==> src/rtl/maple_tx_sequencer_if.sv <==
// rtl/maple_tx_sequencer_if.sv - Maple TX sequencer request/byte stream and pin bundle
interface maple_tx_sequencer_if;
  logic       start;
  logic [1:0] port_in;
  logic [7:0] tx_data;
  logic       tx_valid;
  logic       tx_last;
  logic       tx_ready;
  logic       out_p1;
  logic       out_p5;
  logic       oe;
  logic [1:0] port_select;
  logic       busy;
  logic       done;
  logic       underrun;

  modport master (
    output start, port_in, tx_data, tx_valid, tx_last,
    input  tx_ready, out_p1, out_p5, oe, port_select, busy, done, underrun
  );

  modport slave (
    input  start, port_in, tx_data, tx_valid, tx_last,
    output tx_ready, out_p1, out_p5, oe, port_select, busy, done, underrun
  );
endinterface

==> src/rtl/maple_tx_sequencer.sv <==
// rtl/maple_tx_sequencer.sv - Maple bus frame transmitter: lead, start pattern, bytes, end pattern
// Each bus step holds its pin levels for PHASE_CLKS clocks; FETCH is a lone undriven cycle.
module maple_tx_sequencer #(
  parameter int PHASE_CLKS = 10
) (
  input  logic                clk,
  input  logic                rst,
  maple_tx_sequencer_if.slave bus
);
  localparam logic [7:0] STEP_LAST = 8'(PHASE_CLKS - 1);

  typedef enum logic [2:0] {
    S_IDLE, S_LEAD, S_START, S_FETCH, S_DATA, S_END, S_HOLD
  } state_t;

  state_t     r_state, w_state_nx;
  logic [7:0] r_step_cnt;
  logic [3:0] r_step_idx;
  logic [7:0] r_byte;
  logic       r_last;
  logic [1:0] r_port;
  logic       w_timed, w_step_end, w_bit;
  logic [2:0] w_bit_sel;
  logic       w_p1, w_p5, w_oe;

  assign w_timed    = r_state inside {S_LEAD, S_START, S_DATA, S_END, S_HOLD};
  assign w_step_end = w_timed && (r_step_cnt == STEP_LAST);
  // Two DATA steps per bit, MSB first.
  assign w_bit_sel  = 3'd7 - r_step_idx[3:1];
  assign w_bit      = r_byte[w_bit_sel];

  always_ff @(posedge clk) begin
    if (rst) begin
      r_state    <= S_IDLE;
      r_step_cnt <= 8'd0;
      r_step_idx <= 4'd0;
      r_byte     <= 8'd0;
      r_last     <= 1'b0;
      r_port     <= 2'd0;
    end else begin
      r_state <= w_state_nx;
      if (w_state_nx != r_state || !w_timed) begin
        r_step_cnt <= 8'd0;
        r_step_idx <= 4'd0;
      end else if (w_step_end) begin
        r_step_cnt <= 8'd0;
        r_step_idx <= r_step_idx + 4'd1;
      end else begin
        r_step_cnt <= r_step_cnt + 8'd1;
      end
      if (r_state == S_IDLE && bus.start)
        r_port <= bus.port_in;
      if (r_state == S_FETCH && bus.tx_valid) begin
        r_byte <= bus.tx_data;
        r_last <= bus.tx_last;
      end
    end
  end

  always_comb begin
    w_state_nx = r_state;
    w_p1       = 1'b1;
    w_p5       = 1'b1;
    w_oe       = 1'b1;
    case (r_state)
      S_IDLE: begin
        w_oe = 1'b0;
        if (bus.start) w_state_nx = S_LEAD;
      end
      S_LEAD: begin
        if (w_step_end) w_state_nx = S_START;
      end
      S_START: begin
        if (r_step_idx != 4'd9) begin
          w_p1 = 1'b0;
          w_p5 = ~r_step_idx[0];
        end
        if (w_step_end && r_step_idx == 4'd9) w_state_nx = S_FETCH;
      end
      S_FETCH: begin
        w_oe       = 1'b0;
        w_state_nx = bus.tx_valid ? S_DATA : S_END;
      end
      S_DATA: begin
        // Odd bit index toggles pin1 with data on pin5; even index is the mirror.
        if (!r_step_idx[1]) begin
          w_p1 = ~r_step_idx[0];
          w_p5 = w_bit;
        end else begin
          w_p1 = w_bit;
          w_p5 = ~r_step_idx[0];
        end
        if (w_step_end && r_step_idx == 4'd15) w_state_nx = r_last ? S_END : S_FETCH;
      end
      S_END: begin
        if (r_step_idx != 4'd5) begin
          w_p1 = ~r_step_idx[0];
          w_p5 = 1'b0;
        end
        if (w_step_end && r_step_idx == 4'd5) w_state_nx = S_HOLD;
      end
      S_HOLD: begin
        w_oe = 1'b0;
        if (w_step_end) w_state_nx = S_IDLE;
      end
      default: w_state_nx = S_IDLE;
    endcase
  end

  assign bus.out_p1      = w_p1;
  assign bus.out_p5      = w_p5;
  assign bus.oe          = w_oe;
  assign bus.port_select = r_port;
  assign bus.busy        = (r_state != S_IDLE);
  assign bus.tx_ready    = (r_state == S_FETCH) && bus.tx_valid && !rst;
  assign bus.underrun    = (r_state == S_FETCH) && !bus.tx_valid && !rst;
  assign bus.done        = (r_state == S_HOLD) && w_step_end && !rst;
endmodule

==> src/flat_wrapper.sv <==
// flat-port wrapper written by rule: the top's interface ports become plain ports
module maple_tx_sequencer_flat 
#(
  parameter int PHASE_CLKS = 10
)
  (clk, rst, bus_start, bus_port_in, bus_tx_data, bus_tx_valid, bus_tx_last, bus_tx_ready, bus_out_p1, bus_out_p5, bus_oe, bus_port_select, bus_busy, bus_done, bus_underrun);
  maple_tx_sequencer_if bus_i ();
  input  logic clk;
  input  logic rst;
  input wire logic [$bits(bus_i.start)-1:0] bus_start;
  input wire logic [$bits(bus_i.port_in)-1:0] bus_port_in;
  input wire logic [$bits(bus_i.tx_data)-1:0] bus_tx_data;
  input wire logic [$bits(bus_i.tx_valid)-1:0] bus_tx_valid;
  input wire logic [$bits(bus_i.tx_last)-1:0] bus_tx_last;
  output wire logic [$bits(bus_i.tx_ready)-1:0] bus_tx_ready;
  output wire logic [$bits(bus_i.out_p1)-1:0] bus_out_p1;
  output wire logic [$bits(bus_i.out_p5)-1:0] bus_out_p5;
  output wire logic [$bits(bus_i.oe)-1:0] bus_oe;
  output wire logic [$bits(bus_i.port_select)-1:0] bus_port_select;
  output wire logic [$bits(bus_i.busy)-1:0] bus_busy;
  output wire logic [$bits(bus_i.done)-1:0] bus_done;
  output wire logic [$bits(bus_i.underrun)-1:0] bus_underrun;
  assign bus_i.start = bus_start;
  assign bus_i.port_in = bus_port_in;
  assign bus_i.tx_data = bus_tx_data;
  assign bus_i.tx_valid = bus_tx_valid;
  assign bus_i.tx_last = bus_tx_last;
  assign bus_tx_ready = bus_i.tx_ready;
  assign bus_out_p1 = bus_i.out_p1;
  assign bus_out_p5 = bus_i.out_p5;
  assign bus_oe = bus_i.oe;
  assign bus_port_select = bus_i.port_select;
  assign bus_busy = bus_i.busy;
  assign bus_done = bus_i.done;
  assign bus_underrun = bus_i.underrun;
  maple_tx_sequencer #(.PHASE_CLKS(PHASE_CLKS)) u_core (.clk(clk), .rst(rst), .bus(bus_i));
endmodule
==> config.mk <==
export PLATFORM = sky130hd
export DESIGN_NAME = maple_tx_sequencer_flat
export DESIGN_NICKNAME = d
export VERILOG_FILES = /design/src/rtl/maple_tx_sequencer_if.sv /design/src/rtl/maple_tx_sequencer.sv /design/src/flat_wrapper.sv
export SDC_FILE = /design/constraint.sdc
export NUM_CORES = 1
export LEC_CHECK = 0
export BUFFER_PORTS_ARGS = -buffer_cell sky130_fd_sc_hd__buf_2
export CAP_MARGIN = 5
export CORE_ASPECT_RATIO = 0.75
export CORE_MARGIN = 2
export CORE_UTILIZATION = 35
export CTS_CLUSTER_SIZE = 25
export DETAILED_ROUTE_END_ITERATION = 12
export PLACE_DENSITY = 0.53
export SETUP_SLACK_MARGIN = 0.2
export SYNTH_ARGS = -nofsm -noshare
export SYNTH_HDL_FRONTEND = slang
export SYNTH_SLANG_ARGS = --single-unit
==> constraint.sdc <==
create_clock -name clk -period 2.6 [get_ports clk]
set_clock_uncertainty 0.1 [all_clocks]
set_input_delay 0.13 -clock clk [delete_from_list [all_inputs] [get_ports clk]]
set_output_delay 0.13 -clock clk [all_outputs]
set_load 0.01 [all_outputs]
==> metrics.md, run 1 <==
| Metric | Value |
|---|---|
| Cell area after synthesis | `1410 sq um` |
| Synthesized Nets | `192` |
| Hold Violations, Final | `0` |
| First-pass GRT wire length | `5.73 mm` |
| Footprint of the multi-input gates | `830 sq um` |
| Mux contribution to synthesized area | `0.0391` |
| Clock root cell | `clkbuf_8` |
| Hold_sp | `bus_start` |
| CTS HTree Levels | `1` |
| DRT Pass-1 Iters | `5` |
| Worst path bufs/invs | `1` |
| DP Wirelength | `2.41 mm` |
| Core ar. | `3760 sq um` |
| Fin Setup TNS | `0 ns` |
| Iter 0 DRT Violations | `153` |
| Area grow syn2layout | `22.7%` |
| Primary FF master, synth | `dfxtp_1` |
| Critical Path RT | `2.37 ns` |
| Critical Path, Cell by Cell | `mux4_2 > mux2i_1 > nor2_1 > a211o_1 > buf_2` |
| N_diodes | `0` |
| Avg Cell Area, Syn | `8.14 sq um` |
| P_leak | `0.625 nW` |
| Critical path's largest stage delay | `0.54 ns` |
| Final instance area | `1730 sq um` |
| Final Max Slew Viols | `0` |
| Pwr dens | `470 nW/um^2` |
| CP endpoint kind | `output pin` |
| WL final | `3.26 mm` |
| Die area | `4550 sq um` |
| DRC errors left | `0` |
| Die H | `58.9 um` |
| CP startpoint | `u_core.r_step_idx[1]$_SDFFE_PP0P_` |
| Count of different cell masters after synthesis | `44` |
| Adder-Cell Fraction of Synth Area | `0.0355` |
| Share of cells above drive strength 1 | `0.190` |
| Synth Area in Compound Gates | `0.171` |
| Postcts setup bufs | `0` |
| Gpl congestion | `0.859` |
| Fillers | `388` |
| Io pins | `24` |
| Worst-Margin Slew | `0.628 ns` |
| Minimum clock period | `2.26 ns` |
| MaxCap Viol Count | `0` |
| Final worst path period share | `0.871` |
| Worst r2r src | `u_core.r_step_cnt[5]$_SDFF_PP0_` |
| Slowest CP cell | `mux4_2` |
| Worst reg2reg path depth | `5` |
| Final hold slack | `0.0416 ns` |
| Fin util | `0.460` |
| Post-Synth Simple-Gate Area | `0.288` |
| Maximum clock rate | `442 MHz` |
| Synthesis Warnings | `0` |
| Unrepaired setup endpoints after global routing | `true` |
| Outcome | `complete, no violations` |
| Post-synth EDFFs | `0` |
| Initial core utilization | `0.375` |
| Total GRT Usage | `0.157` |
| Clock sink total | `26` |
| Die W | `77.3 um` |
| Largest family of logic cells by synthesized area | `simple AND/OR/NAND/NOR gates` |
| Via count | `1298` |
| Async S/R FF share, synth | `0` |
| Slew HR | `0.578` |
| Routed wire per std cell | `12.9 um` |
| Critical Path Stages | `5` |
| Site Rows | `19` |
| Bufs on Longest Clock Path | `2` |
| Final setup viols | `0` |
| Skew-Pair Late Insertion Delay | `0.27 ns` |
| Sequential Area | `523 sq um` |
| CP top delay family | `multiplexers` |
| Vias in the first global route | `1235` |
| Total grt overflow | `0` |
| Post-synthesis sequential area ratio | `0.369` |
| Nets | `220` |
| Synth Area in XOR/XNOR | `0.0560` |
| Routed Antenna Nets | `0` |
| Initial antenna violation count | `0` |
| Post-synthesis cell count | `173` |
| Placed standard-cell area | `1550 sq um` |
| WS Path Type | `reg -> out` |
| Max FO, Critical Path | `8` |
| Cts bufs inserted | `3` |
| Hold crit path type | `in -> reg` |
| CTS tree | `done` |
| CP startpoint kind | `flip-flop` |
| DR vias/cell | `5.15` |
| Critical Path AT | `2.03 ns` |
| I/O Buffers | `23` |
| Flops & latches, synth | `26` |
| CTS clk-pin slew, worst paths | `0.09 ns` |
| Peak VDD IR | `0.216 mV` |
| Largest net degree at the start of global routing | `21` |
| Hold Crit Depth | `3` |
==> power by group <==
group / internal [mW] / switching, mW / total, mW
logic: 0.0334 / 0.0314 / 0.0648
clock network: 0.206 / 0.131 / 0.337
registers: 0.402 / 0.00830 / 0.411
==> area by class of cell <==
type | instances | area share
Multi-Input combinational cell | 132 | 0.480
Sequential cell | 26 | 0.302
Timing Repair Buffer | 34 | 0.130
Tap cell | 52 | 0.0376
Clock buffer | 3 | 0.0239
Clock inverter | 1 | 0.0174
Inverter | 4 | 0.00868
==> metrics by stage <==
step,std cells,power [mW],setup WS (ns)
6_report,252,0.812,0.336
5_1_grt,252,0.850,0.190
2_1_floorplan,173,0.449,0.523
3_5_place_dp,237,0.472,0.376
4_1_cts,252,0.829,0.299
3_3_place_gp,237,0.471,0.458
==> worst min-delay path, stage by stage <==
cell and delay (ns):
buf_2 0.12, nand3_1 0.07, a21oi_1 0.05
==> state kept, by name, summed over array words and instances (netlist names) <==
name / flops
u_core.r_step_idx: 4
u_core.r_step_cnt: 8
u_core.r_byte: 8
u_core.r_state: 3
u_core.r_last: 1
u_core.bus.port_select: 2
==> repair_timing <==
item | 4_1_cts | 5_1_grt
endpoints found under the hold margin | 11 | 0
setup endpoints to repair | 0 | 2
gates resized for setup | 0 | 2
hold buffers | 11 | 0
==> worst paths after layout <==
kind / to / slack (ns)
hold reg to reg: u_core.r_byte[2]$_SDFFE_PP0P_ / 0.36
setup / recovery: bus_out_p5 / 0.34
setup reg to reg: u_core.r_step_idx[1]$_SDFFE_PP0P_ / 0.40
hold / removal: u_core.bus.port_select[1]$_SDFFE_PP0P_ / 0.04
==> routing by layer <==
metal | vias to the layer above | global-route usage | routed length (um)
li1 | 660 | - | -
met1 | 592 | 0.227 | 1720
met2 | 44 | 0.234 | 1300
met3 | 2 | 0.0506 | 227
met4 | 0 | 0.0230 | 6
met5 | - | 0 | 0
==> placed cells by master (no fill, tap or decap), types with 2 or more instances in the layout <==
| cell type | n |
|---|---|
| nand2_1 | 27 |
| dfxtp_1 | 24 |
| buf_2 | 23 |
| nor2_1 | 19 |
| a21oi_1 | 16 |
| dlygate4sd3_1 | 11 |
| nand3_1 | 10 |
| xor2_1 | 7 |
| inv_1 | 4 |
| ha_1 | 4 |
| o21ai_0 | 3 |
| a211oi_1 | 3 |
| and3_1 | 3 |
| clkbuf_8 | 3 |
| nor3_1 | 2 |
| or3b_2 | 2 |
| mux4_2 | 2 |
| nor2b_1 | 2 |
| a211o_1 | 2 |
| nor4_1 | 2 |
| nand3b_1 | 2 |
| or2_2 | 2 |
| xnor2_1 | 2 |
| dfxtp_2 | 2 |
==> kinds of logic after synthesis <==
logic type / after synthesis
flip-flops: 26
multiplexers: 3
AND/OR/NAND/NOR: 81
adder cells (fa/ha/maj): 4
XOR/XNOR: 9
AO/OA/AOI/OAI: 35
buffers and inverters: 15
==> synthesized netlist by cell type (2+ instances only) <==
| cell type | instances | area (sq um) |
|---|---|---|
| xor2_1 | 7 | 61.3 |
| nand2_1 | 27 | 101 |
| nor3_1 | 2 | 10.0 |
| or2_2 | 2 | 12.5 |
| nand3_1 | 10 | 50.1 |
| a211oi_1 | 3 | 22.5 |
| xnor2_1 | 2 | 17.5 |
| a211o_1 | 2 | 17.5 |
| mux4_2 | 2 | 45.0 |
| nor4_1 | 2 | 12.5 |
| o21ai_0 | 3 | 15.0 |
| buf_2 | 2 | 10.0 |
| ha_1 | 4 | 50.1 |
| and3_1 | 3 | 18.8 |
| dfxtp_1 | 26 | 521 |
| or3b_2 | 2 | 17.5 |
| nor2b_1 | 2 | 12.5 |
| nor2_1 | 19 | 71.3 |
| nand3b_1 | 2 | 15.0 |
| a21oi_1 | 16 | 80.1 |
| clkbuf_1 | 9 | 33.8 |
| inv_1 | 4 | 15.0 |
No activity file was read; power rests on OpenSTA's default activity.
==> inputs of run 2 (changes only) <==
--- a/config.mk
+++ b/config.mk
@@ -5,6 +5,7 @@
 export SDC_FILE = /design/constraint.sdc
 export NUM_CORES = 1
 export LEC_CHECK = 0
+export ABC_AREA = 1
 export BUFFER_PORTS_ARGS = -buffer_cell sky130_fd_sc_hd__buf_2
 export CAP_MARGIN = 5
 export CORE_ASPECT_RATIO = 0.75
==> metrics.md, run 2 <==
| Metric | Value |
|---|---|
| I/O Buffers | `23 (unchanged)` |
| Avg Cell Area, Syn | `7.02 sq um (-14%)` |
| Pwr dens | `469 nW/um^2 (-0.13%)` |
| Hold Violations, Final | `0 (unchanged)` |
| Gr busiest metal | `met1` |
| Max FO, Critical Path | `5 (-3)` |
| Initial core utilization | `0.365 (-0.0104)` |
| Unrepaired setup endpoints after global routing | `false` |
| MaxCap Viol Count | `0 (unchanged)` |
| Io pins | `24 (unchanged)` |
| Critical path's largest stage delay | `0.50 ns (-0.04 ns)` |
| Post-CTS sizing | `0 (unchanged)` |
| Die area | `4790 sq um (+5.3%)` |
| DR vias/cell | `4.51 (-12%)` |
| Via count | `1313 (+1.2%)` |
| Peak VDD IR | `0.266 mV (+23%)` |
| Worst path bufs/invs | `3 (+2)` |
| Critical Path Stages | `6 (+1)` |
| CTS tree | `done` |
| CTS clk-pin slew, worst paths | `0.09 ns (about the same)` |
| Largest registers | `u_core.r_byte (8), u_core.r_step_cnt (8), u_core.r_step_idx (4)` |
| Skew-Pair Late Insertion Delay | `0.27 ns (about the same)` |
| Final instance area | `1730 sq um (+0.22%)` |
| Synth area leaders | `dfxtp_1, nor2_1, nand2_1, a21oi_1, inv_1` |
| First-pass GRT wire length | `5.32 mm (-7.2%)` |
| Worst reg2reg path depth | `10 (+5)` |
| Post-synthesis cell count | `212 (+23%)` |
| Final std cells w/o fill | `291 (+15%)` |
| Placed standard-cell area | `1660 sq um (+7.4%)` |
| Cell area after synthesis | `1490 sq um (+5.6%)` |
| Crit path capture | `bus_out_p5` |
| Die H | `60.5 um (+2.6%)` |
| GR Util met1 | `0.220 (-0.00780)` |
| CP startpoint kind | `flip-flop` |
| Postcts setup bufs | `0 (unchanged)` |
| Maximum clock rate | `478 MHz (+8.1%)` |
| Minimum clock period | `2.09 ns (-0.170 ns)` |
| Worst-Margin Slew | `0.401 ns (-0.227 ns)` |
| Cell taking the most area after synthesis | `dfxtp_1` |
| CP top delay family | `flip-flops` |
| Slowest CP cell | `dfxtp_1` |
| Final worst path period share | `0.805 (-0.0655)` |
| Area grow syn2layout | `16.5%` |
| Gpl congestion | `0.897 (+4.4%)` |
| Post-synth EDFFs | `0 (unchanged)` |
| Iter 0 DRT Violations | `60 (-61%)` |
| Synthesized Nets | `231 (+20%)` |
| Post-synth top area share | `0.350 (-0.0196)` |
| Outcome | `complete, no violations` |
| Most frequent cells in the layout | `nor2_1, nand2_1, inv_1` |
| Clock root cell | `clkbuf_8` |
| Total GRT Usage | `0.144 (-0.0125)` |
| Core ar. | `4080 sq um (+8.6%)` |
| Fin Setup TNS | `0 ns (unchanged)` |
| Met2 GRT Util | `0.203 (-0.0302)` |
| Initial antenna violation count | `0 (unchanged)` |
| WL final | `3.16 mm (-3.1%)` |
| FF-to-FF setup slack | `0.69 ns (+0.29 ns)` |
| Placed cell count | `287 (+21%)` |
| Slew HR | `0.732 (+0.154)` |
| Final Max Slew Viols | `0 (unchanged)` |
| Fin util | `0.425 (-0.0355)` |
| Nets | `256 (+16%)` |
| Count of different cell masters after synthesis | `28 (-36%)` |
| Post-synthesis sequential area ratio | `0.350 (-0.0196)` |
| Top post-synthesis cells by count | `nor2_1, nand2_1, inv_1, dfxtp_1, a21oi_1` |
| DRC errors left | `0 (unchanged)` |
| Hold crit path type | `in -> reg` |
| N_diodes | `0 (unchanged)` |
| Worst r2r src | `u_core.r_step_cnt[0]$_SDFF_PP0_` |
| Async S/R FF share, synth | `0 (unchanged)` |
| Share of cells above drive strength 1 | `0.199 (+0.00915)` |
| Critical Path RT | `2.37 ns (about the same)` |
| Vias in the first global route | `1136 (-8.0%)` |
| Synthesis Warnings | `0 (unchanged)` |
| Hold buffers post-CTS | `0 (-11)` |
| Routed wire per std cell | `10.8 um (-16%)` |
| Most common cell after layout, fill and taps aside | `nor2_1` |
| Total grt overflow | `0 (unchanged)` |
| Flops & latches, synth | `26 (unchanged)` |
| Routing usage on met3 | `0.0357 (-0.0149)` |
| CP startpoint | `u_core.r_state[2]$_SDFF_PP0_` |
| P_leak | `0.714 nW (+14%)` |
| Critical Path, Cell by Cell | `inv_2 > nor2_1 > inv_1 > a311oi_1 > o211ai_1 > buf_2` |
| WS Path Type | `reg -> out` |
| Cts bufs inserted | `3 (unchanged)` |
| Routed Antenna Nets | `0 (unchanged)` |
| DRT Pass-1 Iters | `4 (-1)` |
| Bufs on Longest Clock Path | `2 (unchanged)` |
| CP endpoint kind | `output pin` |
| DP Wirelength | `2.58 mm (+6.8%)` |
| Most common cell in the synthesized netlist | `nor2_1` |
| Site Rows | `20 (+1)` |
| Die W | `79.3 um (+2.6%)` |
| CTS HTree Levels | `1 (unchanged)` |
| Primary FF master, synth | `dfxtp_1` |
| Clock sink total | `26 (unchanged)` |
| Critical Path AT | `1.86 ns (-0.17 ns)` |
| Final setup viols | `0 (unchanged)` |
| Largest net degree at the start of global routing | `16 (-24%)` |
| Worst r2r dst | `u_core.r_step_cnt[2]$_SDFF_PP0_` |
## run 2: cell type report
class,count,area [sq um]
clock buffers,3,41.3
clock inverters,1,30.0
fillers,424,2350
inverters,31,116
multi-input cells,152,840
flip-flops and latches,26,522
well taps,55,68.8
repair buffers,23,115
## run 2: per-layer routing
layer	up-vias	routed length (um)	share of wire
met5	-	0	0
met4	0	26	0.0082
met3	4	128	0.041
met2	18	1250	0.40
met1	560	1750	0.55
li1	731	-	-
## run 2: logic make-up (layout without fill, tap and decap cells)
kind of cell / count (synthesis) / in the layout / synth area share
AND/OR/NAND/NOR: 99 / 99 / 0.327
XOR/XNOR: 9 / 9 / 0.0530
flip-flops: 26 / 26 / 0.350
AO/OA/AOI/OAI: 40 / 40 / 0.151
adder cells (fa/ha/maj): 4 / 4 / 0.0336
buffers and inverters: 34 / 58 / 0.0858
## run 2: how the worst min path moves through the flow
stage	from	endpoint	slack (ns)	depth (start not counted)
2_1_floorplan	bus_tx_data[0]	u_core.r_byte[0]$_SDFFE_PP0P_	0.19	2
3_3_place_gp	bus_tx_data[4]	u_core.r_byte[4]$_SDFFE_PP0P_	0.31	3
3_5_place_dp	bus_tx_data[4]	u_core.r_byte[4]$_SDFFE_PP0P_	0.31	3
4_1_cts	bus_tx_data[4]	u_core.r_byte[4]$_SDFFE_PP0P_	0.009	3
5_1_grt	bus_tx_last	u_core.r_last$_SDFFE_PP0P_	0.01	3
6_report	bus_tx_data[0]	u_core.r_byte[0]$_SDFFE_PP0P_	0.01	3
## run 2: metrics by stage
| stage | total power [mW] | setup slack, ns | hold WS (ns) |
|---|---|---|---|
| final | 0.813 | 0.506 | 0.0135 |
| after global routing | 0.845 | 0.326 | 0.0142 |
| after CTS | 0.820 | 0.393 | 0.00929 |
| after detailed placement | 0.482 | 0.622 | 0.308 |
| after global placement | 0.483 | 0.571 | 0.309 |
| after floorplan | 0.457 | 0.786 | 0.194 |
## run 2: power by group
part	leakage (nW)	internal, mW	switching [mW]
Clock	0.0357	0.206	0.135
Sequential	0.211	0.403	0.00491
Combinational	0.468	0.0264	0.0379
## run 2: worst register-to-register path: cells and delay by family (launching register included)
family	cells	cell delay [ns]
and+or+nand+nor	7	0.84
AOI/OAI and AO/OA	1	0.25
adders and majority gates	1	0.20
DFF	1	0.39
buffers and inverters	1	0.05
